===== config.mk =====
export PLATFORM = sky130hd
export DESIGN_NAME = load_unit
export DESIGN_NICKNAME = d
export VERILOG_FILES = /design/src/rtl/Purple_Jade_pkg.sv /design/src/rtl/load_unit.sv
export SDC_FILE = /design/constraint.sdc
export NUM_CORES = 1
export LEC_CHECK = 0
export BUFFER_PORTS_ARGS = -buffer_cell sky130_fd_sc_hd__buf_2
export CORE_MARGIN = 4
export CORE_UTILIZATION = 34
export CTS_CLUSTER_DIAMETER = 40
export DETAILED_ROUTE_END_ITERATION = 10
export RECOVER_POWER = 100
export SLEW_MARGIN = 40
export SYNTH_ARGS = -nofsm -noshare
export SYNTH_HDL_FRONTEND = slang
export SYNTH_SLANG_ARGS = --single-unit

===== constraint.sdc =====
create_clock -name clk_i -period 4.9 [get_ports clk_i]
set_input_delay 1.225 -clock clk_i [delete_from_list [all_inputs] [get_ports clk_i]]
set_output_delay 1.225 -clock clk_i [all_outputs]
set_load 0.005 [all_outputs]

===== src/rtl/Purple_Jade_pkg.sv =====
// Shared constants and types for the execute-side load pipeline.
package Purple_Jade_pkg;

  localparam int unsigned WORD_SIZE_P  = 16;
  localparam int unsigned NUM_PHYS_REG = 64;
  localparam int unsigned ROB_ENTRY    = 32;
  localparam int unsigned SB_ENTRY     = 8;

  typedef enum logic [1:0] {
    StIdle,
    StReq,
    StResp,
    StWb
  } ld_state_e;

  typedef struct packed {
    logic [$clog2(NUM_PHYS_REG)-1:0] addr;
    logic [WORD_SIZE_P-1:0]          data;
    logic [$clog2(ROB_ENTRY)-1:0]    rob_num;
  } ld_wb_s;

endpackage


===== src/rtl/load_unit.sv =====
// Single-entry load pipeline: address generation, store-buffer forwarding and memory read,
// with a registered writeback port and flush on misprediction.
module load_unit #(
  parameter int unsigned WORD_SIZE_P  = Purple_Jade_pkg::WORD_SIZE_P,
  parameter int unsigned NUM_PHYS_REG = Purple_Jade_pkg::NUM_PHYS_REG,
  parameter int unsigned ROB_ENTRY    = Purple_Jade_pkg::ROB_ENTRY,
  parameter int unsigned SB_ENTRY     = Purple_Jade_pkg::SB_ENTRY
) (
  input  logic                            clk_i,
  input  logic                            reset_i,
  input  logic                            issue_ld_v_i,
  output logic                            issue_ld_ready_o,
  input  logic [WORD_SIZE_P-1:0]          issue_base_i,
  input  logic [WORD_SIZE_P-1:0]          issue_offset_i,
  input  logic [$clog2(NUM_PHYS_REG)-1:0] issue_dest_i,
  input  logic [$clog2(ROB_ENTRY)-1:0]    issue_rob_num_i,
  input  logic [$clog2(SB_ENTRY)-1:0]     issue_sb_num_i,
  output logic [WORD_SIZE_P-1:0]          exe_mem_addr_o,
  output logic [WORD_SIZE_P-1:0]          exe_ld_bypass_addr_o,
  output logic [$clog2(SB_ENTRY)-1:0]     exe_ld_pass_sb_num_o,
  input  logic                            sb_ld_pass_valid_i,
  input  logic [WORD_SIZE_P-1:0]          sb_ld_pass_value_i,
  input  logic [WORD_SIZE_P-1:0]          exe_mem_data_i,
  input  logic                            rob_mispredict_i,
  output logic                            wb_v_o,
  input  logic                            wb_ready_i,
  output logic [$clog2(NUM_PHYS_REG)-1:0] wb_addr_o,
  output logic [WORD_SIZE_P-1:0]          wb_data_o,
  output logic [$clog2(ROB_ENTRY)-1:0]    wb_rob_num_o
);

  import Purple_Jade_pkg::*;

  ld_state_e                       state_q;
  logic [WORD_SIZE_P-1:0]          addr_q;
  logic [$clog2(SB_ENTRY)-1:0]     sb_num_q;
  logic [$clog2(NUM_PHYS_REG)-1:0] dest_q;
  logic [$clog2(ROB_ENTRY)-1:0]    rob_num_q;
  logic [WORD_SIZE_P-1:0]          data_q;
  logic                            pass_v_q;
  logic [WORD_SIZE_P-1:0]          pass_val_q;

  logic   in_wb;
  logic   accept;
  ld_wb_s wb_bundle;

  assign in_wb = (state_q == StWb);

  // A new load may enter in the handoff cycle, giving one load per three cycles.
  assign issue_ld_ready_o = ~reset_i & ~rob_mispredict_i &
                            ((state_q == StIdle) | (in_wb & wb_ready_i));
  assign accept           = issue_ld_v_i & issue_ld_ready_o;

  // Gated by flush and reset so a discarded result is never handed off.
  assign wb_v_o = in_wb & ~rob_mispredict_i & ~reset_i;

  assign exe_mem_addr_o       = addr_q;
  assign exe_ld_bypass_addr_o = addr_q;
  assign exe_ld_pass_sb_num_o = sb_num_q;

  assign wb_bundle    = '{addr: dest_q, data: data_q, rob_num: rob_num_q};
  assign wb_addr_o    = wb_bundle.addr;
  assign wb_data_o    = wb_bundle.data;
  assign wb_rob_num_o = wb_bundle.rob_num;

  always_ff @(posedge clk_i) begin
    if (reset_i) begin
      state_q    <= StIdle;
      addr_q     <= '0;
      sb_num_q   <= '0;
      dest_q     <= '0;
      rob_num_q  <= '0;
      data_q     <= '0;
      pass_v_q   <= 1'b0;
      pass_val_q <= '0;
    end else begin
      if (accept) begin
        addr_q    <= issue_base_i + issue_offset_i;
        sb_num_q  <= issue_sb_num_i;
        dest_q    <= issue_dest_i;
        rob_num_q <= issue_rob_num_i;
      end

      case (state_q)
        StIdle: state_q <= accept ? StReq : StIdle;
        StReq: begin
          pass_v_q   <= sb_ld_pass_valid_i;
          pass_val_q <= sb_ld_pass_value_i;
          state_q    <= StResp;
        end
        StResp: begin
          data_q  <= pass_v_q ? pass_val_q : exe_mem_data_i;
          state_q <= StWb;
        end
        StWb: begin
          if (wb_ready_i) state_q <= accept ? StReq : StIdle;
        end
        default: state_q <= StIdle;
      endcase

      if (rob_mispredict_i) state_q <= StIdle;
    end
  end

endmodule

## Word level (Yosys, flattened, before mapping)

Index checks and enable logic that the tools add are counted.

- Flip-flop bits (word level): 65
- Bits of input ports: 84
- Output and inout bits: 64
- Word-level logic and storage cells: 28

- $add $sub $neg: 1
- Equality and inequality tests: 4
- Mux-type cells: 4
- Bitwise operators: 9
- Reductions and logical operators: 2

Operators with widths:

| cell | number |
|---|---|
| 16-bit adder | 1 |
| 16-bit 2-to-1 mux | 1 |
| 2-bit case mux with 4 select lines | 1 |
| 1-bit AND | 6 |
| 2-bit equality test, second input constant | 2 |
| 2-bit by 1-bit equality test with 1-bit output, second input constant | 1 |
| 2-bit zero test | 1 |
| 2-bit 2-to-1 mux | 1 |
| 2-bit inequality test, second input constant | 1 |
| 1-bit NOT | 2 |
| 2-bit OR reduction | 1 |
| 1-bit 2-to-1 mux | 1 |
| 1-bit OR | 1 |

## Longest topological paths before layout

Gate-level depths: netlist of the first run.

- Depth after elaboration: 8
- Mapped depth: 9
- Mapped depth without buffers: 7

## Worst setup path before layout of the first run

Ideal clock, no wire load.

- Path kind: input to output
- Start point: input reset_i
- End point: output wb_v_o
- Data arrival time: 1638 ps
- Data required time: 3675 ps
- Path slack: 2037 ps
- Stages on the path: 2
- Path buffers: 1
- Cells stage by stage: clkbuf_1 nor3b_1

- Cells in the longest elaborated chain, start to end: 2

RTL lines:

| element | line | source |
|---|---|---|
| from (decl) | load_unit.sv:10 | `input logic reset_i,` |
| 1-bit NOT | load_unit.sv:55 | `assign wb_v_o = in_wb & ~rob_mispredict_i & ~reset_i;` |
| 1-bit AND | load_unit.sv:55 |  |
| to (decl) | load_unit.sv:25 | `output logic wb_v_o,` |

No other way between the ends.

## Worst setup path in the final report of the first run

- Start point: input reset_i
- End point: register addr_q[12] (netlist: exe_ld_bypass_addr_o[12])

- Cells in the longest elaborated chain, start to end: 4

RTL lines:

| element | line | source |
|---|---|---|
| 1-bit NOT | load_unit.sv:50 | `assign issue_ld_ready_o = ~reset_i & ~rob_mispredict_i &` |
| 1-bit AND (2 in series) | load_unit.sv:50 |  |
| 1-bit AND | load_unit.sv:52 | `assign accept = issue_ld_v_i & issue_ld_ready_o;` |
| to (signal assigned) | load_unit.sv:78 | `addr_q <= issue_base_i + issue_offset_i;` |
| to (decl) | load_unit.sv:35 | `logic [WORD_SIZE_P-1:0] addr_q;` |

Several ways; a longest one is shown, not always the timed one.
A chain may end at the register's enable or synchronous reset.

==> results.py, run 1 <==
metrics = {
    "die": {
        "die_h_um": 108,
        "floorplan.core_area_sq_mm": 0.00973,
        "rows": 36,
        "dieArea_sq_mm": 0.0116,
        "io_pins": 148,
        "initial_core_util_pct": 34.7,
        "die_x_um": 108,
    },
    "clock_tree": {
        "cts.path.max_buffers": 2,
        "cts-resized-gates": 0,
        "clkTransAtPathRegs_ns": 0.08,
        "cts_tree": "built",
        "cts_made_buffers": 9,
        "clk_latency_ns": 0.34,
        "cts-root-buf": "clkbuf_8",
        "cts_sinks": 65,
        "htreeDepth": 3,
        "cts_setup_buffers": 0,
        "ctsHoldBuffers": 0,
    },
    "finish": {
        "area_delta_synth_final_pct": 26.2,
        "fin_nets": 611,
        "post-route-util_pct": 43.8,
        "final.fill_count": 1043,
        "antenna_cells": 0,
        "post_route_cells_drive_above_1_share_pct": 27.1,
    },
    "synth": {
        "syn_inst": 384,
        "synth_flop_cell": "dfxtp_1",
        "synthTopCellsByArea": "dfxtp_1 39%, mux2i_1 10%, ha_1 7.1%",
        "synth.avg_cell_area_sq_um": 8.78,
        "yosysSeqAreaShare_pct": 38.6,
        "synth-xor-area-share_pct": 1.82,
        "synth_fa_ha_area_share_pct": 7.64,
        "syn_nets": 488,
        "syn-cell-area_sq_mm": 0.00337,
        "synth-simple-area-share_pct": 17.6,
        "yosysMostFrequentCell": "dfxtp_1",
        "synth_seq_cells": 65,
        "synth_area_leader_cell": "dfxtp_1",
        "synth_common_cells": "65 x dfxtp_1, 47 x nand2_1, 36 x a21oi_1, 36 x nor2_1, 34 x mux2i_1",
        "ys_types": 45,
        "synth-compound-area-share_pct": 17.0,
        "synth_edf_count": 0,
        "synth_top_area_share_pct": 38.6,
        "yosysWarningCount": 0,
        "synth_top_family_by_area": "simple AND/OR/NAND/NOR gates",
        "async_flop_share_pct": 0,
        "synth.mux.area_fraction_pct": 10.1,
    },
    "sta": {
        "relSlewSlack_pct": -20.9,
        "post-route-period-util_pct": 74.7,
        "tightest_slew_ns": 1.81,
        "slew_viol_final": 43,
        "fmax_ghz": 0.273,
        "hold_viol_final": 0,
        "fin_setup_tns_ns": 0,
        "rsz0062_at_grt": "no",
        "setup_ws_ns": 1.24,
        "finClkSkew_ns": 0.00714,
        "report.final.setup_viol": 0,
        "min_period_ns": 3.66,
    },
    "placed_design": {
        "gp_congestion": 0.797,
        "dp_hpwl_um": 6610,
        "dp_slack_ns": 1.74,
        "io_buffers": 147,
    },
    "route": {
        "wl_per_cell_um": 13.5,
        "vias_per_cell": 4.86,
        "vias": 3134,
        "firstDrtPassIters": 4,
        "drcViolationCount": 0,
        "drtIter0Drc": 102,
        "wl_um": 8730,
        "ant_nets": 0,
    },
    "status": {
        "violations": "max-capacitance violations, max-slew violations",
        "status": "complete, but fails checks",
    },
    "pwr": {
        "powerDensity_mw_per_mm2": 296,
        "leakage_uw": 0.00177,
        "ir_drop_mv": 0.137,
    },
    "critical_path": {
        "ff2ff_setup_slack_ns": 2.69,
        "worstSetupEndpointType": "flop",
        "path_class": "in -> reg",
        "reg2reg_from": "state_q[0]",
        "crit_end": "exe_ld_bypass_addr_o[12]",
        "rr_worst_depth": 8,
        "rr_endpoint": "exe_ld_bypass_addr_o[12]",
        "critPathArrivalTime_ns": 3.88,
        "critPathRequiredTime_ns": 5.13,
        "cp-start-kind": "input pin",
        "cp_max_fo": 42,
        "startpoint": "reset_i",
    },
    "global_route": {
        "grt_max_degree": 43,
        "grt.overflow.total": 0,
        "grt_pass1_vias": 3065,
        "grt_pass1_wl_um": 14300,
        "grtUsageTotal_pct": 15.2,
        "antenna_found_initial": 0,
    },
    "worst_hold_path": {
        "hp-start": "wb_addr_o[0]",
        "min_path_type": "reg -> reg",
    },
    "job": {
        "maxCapViolations": 1,
    },
}
critical path, stage by stage:
cell,delay (ns)
buf_2,0.38
clkbuf_1,1.36
nor4b_4,0.26
nand3b_1,0.19
a21oi_1,0.07
or3_1,0.37
flip-flops by register name (all words and copies together), names as in the netlist:
signal	flops
exe_ld_bypass_addr_o	16
pass_val_q	16
wb_data_o	16
wb_addr_o	6
wb_rob_num_o	5
exe_ld_pass_sb_num_o	3
state_q	2
pass_v_q	1
power by group:
part           switching [uW]  internal, uW
Sequential               12.4           545
Clock                     210           300
Combinational             103          89.9
Total                     325           935
kinds of logic after synthesis:
logic type                 count (synthesis)
AOI/OAI and AO/OA                         89
adders and majority gates                 20
muxes                                     34
and+or+nand+nor                          124
DFF                                       65
xor gates and xnor gates                   7
buffers and inverters                     45
layout by cell type, fill, tap and decap left out, drive strengths merged, types with 2 or more instances in the layout:
master / Yosys / routed
a211oi: 20 / 20
a21boi: 3 / 3
a21o: 3 / 3
a21oi: 36 / 36
and2: 2 / 2
and3: 4 / 4
buf: 24 / 120
bufinv: 0 / 2
clkbuf: 15 / 42
clkinv: 0 / 3
dfxtp: 65 / 65
ha: 19 / 19
inv: 6 / 6
mux2i: 34 / 34
nand2: 47 / 47
nand3: 5 / 5
nand3b: 10 / 10
nand4: 3 / 3
nor2: 36 / 36
nor3: 6 / 6
nor3b: 2 / 2
o211ai: 3 / 3
o21a: 3 / 3
o21ai: 10 / 10
o31ai: 6 / 6
or3: 3 / 3
xnor2: 2 / 2
xor2: 5 / 5
cell type report:
cell class,count,area [sq um],area share [%]
multi-input combinational,274,1830,42.9
sequential,65,1300,30.6
timing repair buffer,151,717,16.8
tap,133,166,3.91
clock buffer,11,141,3.32
clock inverter,5,78.8,1.85
inverter,6,22.5,0.529
through the flow:
step | std cells | instance area, sq um | total power, uW | hold WS, ns
after floorplan | 384 | 3370 | 693 | 0.453
after global placement | 627 | 4070 | 765 | 0.447
after detailed placement | 629 | 4100 | 767 | 0.449
after CTS | 645 | 4320 | 1280 | 0.461
after global routing | 645 | 4260 | 1330 | 0.481
final | 645 | 4260 | 1260 | 0.460
per-layer routing:
layer	wire length (um)	vias to the layer above	part of all wire, %	track usage, %
li1	-	1589	-	-
met1	3820	1447	44	19.4
met2	4180	91	48	24.6
met3	644	7	7.4	4.68
met4	80	0	0.92	4.42
met5	0	-	0	0
worst min path at each step:
stage                               to  slack (ns)  cells after the start
2_1_floorplan  exe_ld_pass_sb_num_o[0]        0.45                      2
3_3_place_gp           wb_rob_num_o[2]        0.45                      2
3_5_place_dp              wb_addr_o[5]        0.45                      2
4_1_cts                   wb_addr_o[5]        0.46                      2
5_1_grt        exe_ld_pass_sb_num_o[2]        0.48                      2
6_report                  wb_addr_o[0]        0.46                      2
Power figures use the tool's default switching activity.
==> inputs of run 2 (changes only) <==
clock period = 3.3 ns   (was 4.9 ns; I/O delays follow)
==> results.py, run 2 (synthesis results as in run 1) <==
metrics = {
    "status": {
        "status": "complete, but fails checks",
        "violations": "max-capacitance violations, max-slew violations",
    },
    "clock_tree": {
        "cts_tree": "built",
        "ctsHoldBuffers": 0,
        "clkTransAtPathRegs_ns": 0.07,
        "clk_latency_ns": 0.34,
        "cts.path.max_buffers": 2,
        "cts_sinks": 65,
        "htreeDepth": 3,
        "cts-root-buf": "clkbuf_8",
        "cts_setup_buffers": 0,
        "cts-resized-gates": 0,
        "cts_made_buffers": 9,
    },
    "critical_path": {
        "worstSetupEndpointType": "flop",
        "ff2ff_setup_slack_ns": 0.93,
        "startpoint": "reset_i",
        "path_cells": "buf_2, buf_4, clkbuf_1, a211oi_1",
        "critPathBufInv": 3,
        "cp_max_fo": 43,
        "slowest_delay_ns": 1.38,
        "cp-start-kind": "input pin",
        "path_delay_family": "buffers and inverters",
        "critPathArrivalTime_ns": 2.69,
        "path_class": "in -> reg",
        "reg2reg_from": "state_q[1]",
        "critPathRequiredTime_ns": 3.43,
        "slowest_stage": "clkbuf_1",
    },
    "die": {
        "die_h_um": 108,
        "io_pins": 148,
        "initial_core_util_pct": 34.7,
        "dieArea_sq_mm": 0.0116,
        "floorplan.core_area_sq_mm": 0.00973,
        "rows": 36,
        "die_x_um": 108,
    },
    "placed_design": {
        "gp_congestion": 0.775,
        "dp.cells": 630,
        "dp_hpwl_um": 6470,
        "io_buffers": 147,
    },
    "pwr": {
        "finalPower_uw": 1930,
        "powerDensity_mw_per_mm2": 454,
        "leakage_uw": 0.00174,
        "ir_drop_mv": 0.224,
    },
    "finish": {
        "post_route_cells_drive_above_1_share_pct": 25.8,
        "area_delta_synth_final_pct": 26.3,
        "final_cell_mix": "110 x buf_2, 64 x dfxtp_1, 47 x nand2_1, 38 x clkbuf_1",
        "antenna_cells": 0,
        "fin_nets": 612,
        "final_common_cell": "buf_2",
        "fin_cells": 645,
    },
    "job": {
        "maxCapViolations": 1,
    },
    "sta": {
        "finClkSkew_ns": 0.0157,
        "report.final.setup_viol": 0,
        "tightest_slew_ns": 1.87,
        "min_period_ns": 2.57,
        "post-route-period-util_pct": 77.7,
        "slew_viol_final": 44,
        "fin_setup_tns_ns": 0,
        "hold_viol_final": 0,
        "relSlewSlack_pct": -24.8,
        "rsz0062_at_grt": "no",
        "fmax_ghz": 0.390,
    },
    "route": {
        "wl_per_cell_um": 13.3,
        "vias": 3093,
        "wl_um": 8600,
        "drcViolationCount": 0,
        "ant_nets": 0,
        "vias_per_cell": 4.80,
        "drtIter0Drc": 96,
        "firstDrtPassIters": 4,
    },
    "global_route": {
        "grt.overflow.total": 0,
        "grt_max_degree": 44,
        "grtUsageMet2_pct": 24.1,
        "grtUsageMet3_pct": 6.36,
        "use_met1_pct": 17.2,
        "grt_pass1_vias": 2962,
        "grt_busiest_layer": "met2",
        "grtUsageTotal_pct": 14.8,
        "grt_pass1_wl_um": 13700,
        "antenna_found_initial": 0,
    },
    "worst_hold_path": {
        "min_path_type": "reg -> reg",
        "hp-start": "exe_ld_pass_sb_num_o[1]",
    },
}
run 2: worst reg2reg max path, delay by kind of cell (launching register included):
| kind | cells | cell delay [ns] |
|---|---|---|
| buffers and inverters | 1 | 0.47 |
| DFF | 1 | 0.38 |
| AOI/OAI and AO/OA | 2 | 0.18 |
| adders and majority gates | 1 | 0.20 |
| and+or+nand+nor | 2 | 0.93 |
run 2: worst paths after layout:
check	to	cells after the start
worst max-delay path	wb_data_o[10]	4
worst min-delay path	exe_ld_pass_sb_num_o[1]	2
worst max register to register	wb_rob_num_o[2]	6
worst min register to register	exe_ld_pass_sb_num_o[1]	2
run 2: layout make-up:
type	count	area [sq um]
clock buffers	9	124
inverters	6	22.5
fillers	1020	5470
flip-flops and latches	65	1300
repair buffers	152	717
well taps	133	166
clock inverters	6	115
multi-input cells	274	1810
run 2: per-layer routing:
layer	vias up	part of all wire [%]
met5	-	0
met4	0	2.1
met2	101	47
li1	1586	-
met3	17	8.3
met1	1389	43
run 2: through the flow:
stage / worst slack [ns] / hold slack [ns] / utilization, % / cell area, sq um
CTS: 0.917 / 0.454 / 44.6 / 4340
global route: 0.527 / 0.477 / 43.8 / 4260
floorplan: 0.860 / 0.453 / - / 3370
detailed placement: 0.547 / 0.445 / 42.1 / 4100
global placement: 0.574 / 0.440 / 42.1 / 4100
finish: 0.735 / 0.454 / 43.8 / 4260
run 2: power breakdown:
part / internal (uW) / switching [uW]
Clock: 502 / 322
Combinational: 133 / 150
Sequential: 809 / 17.3
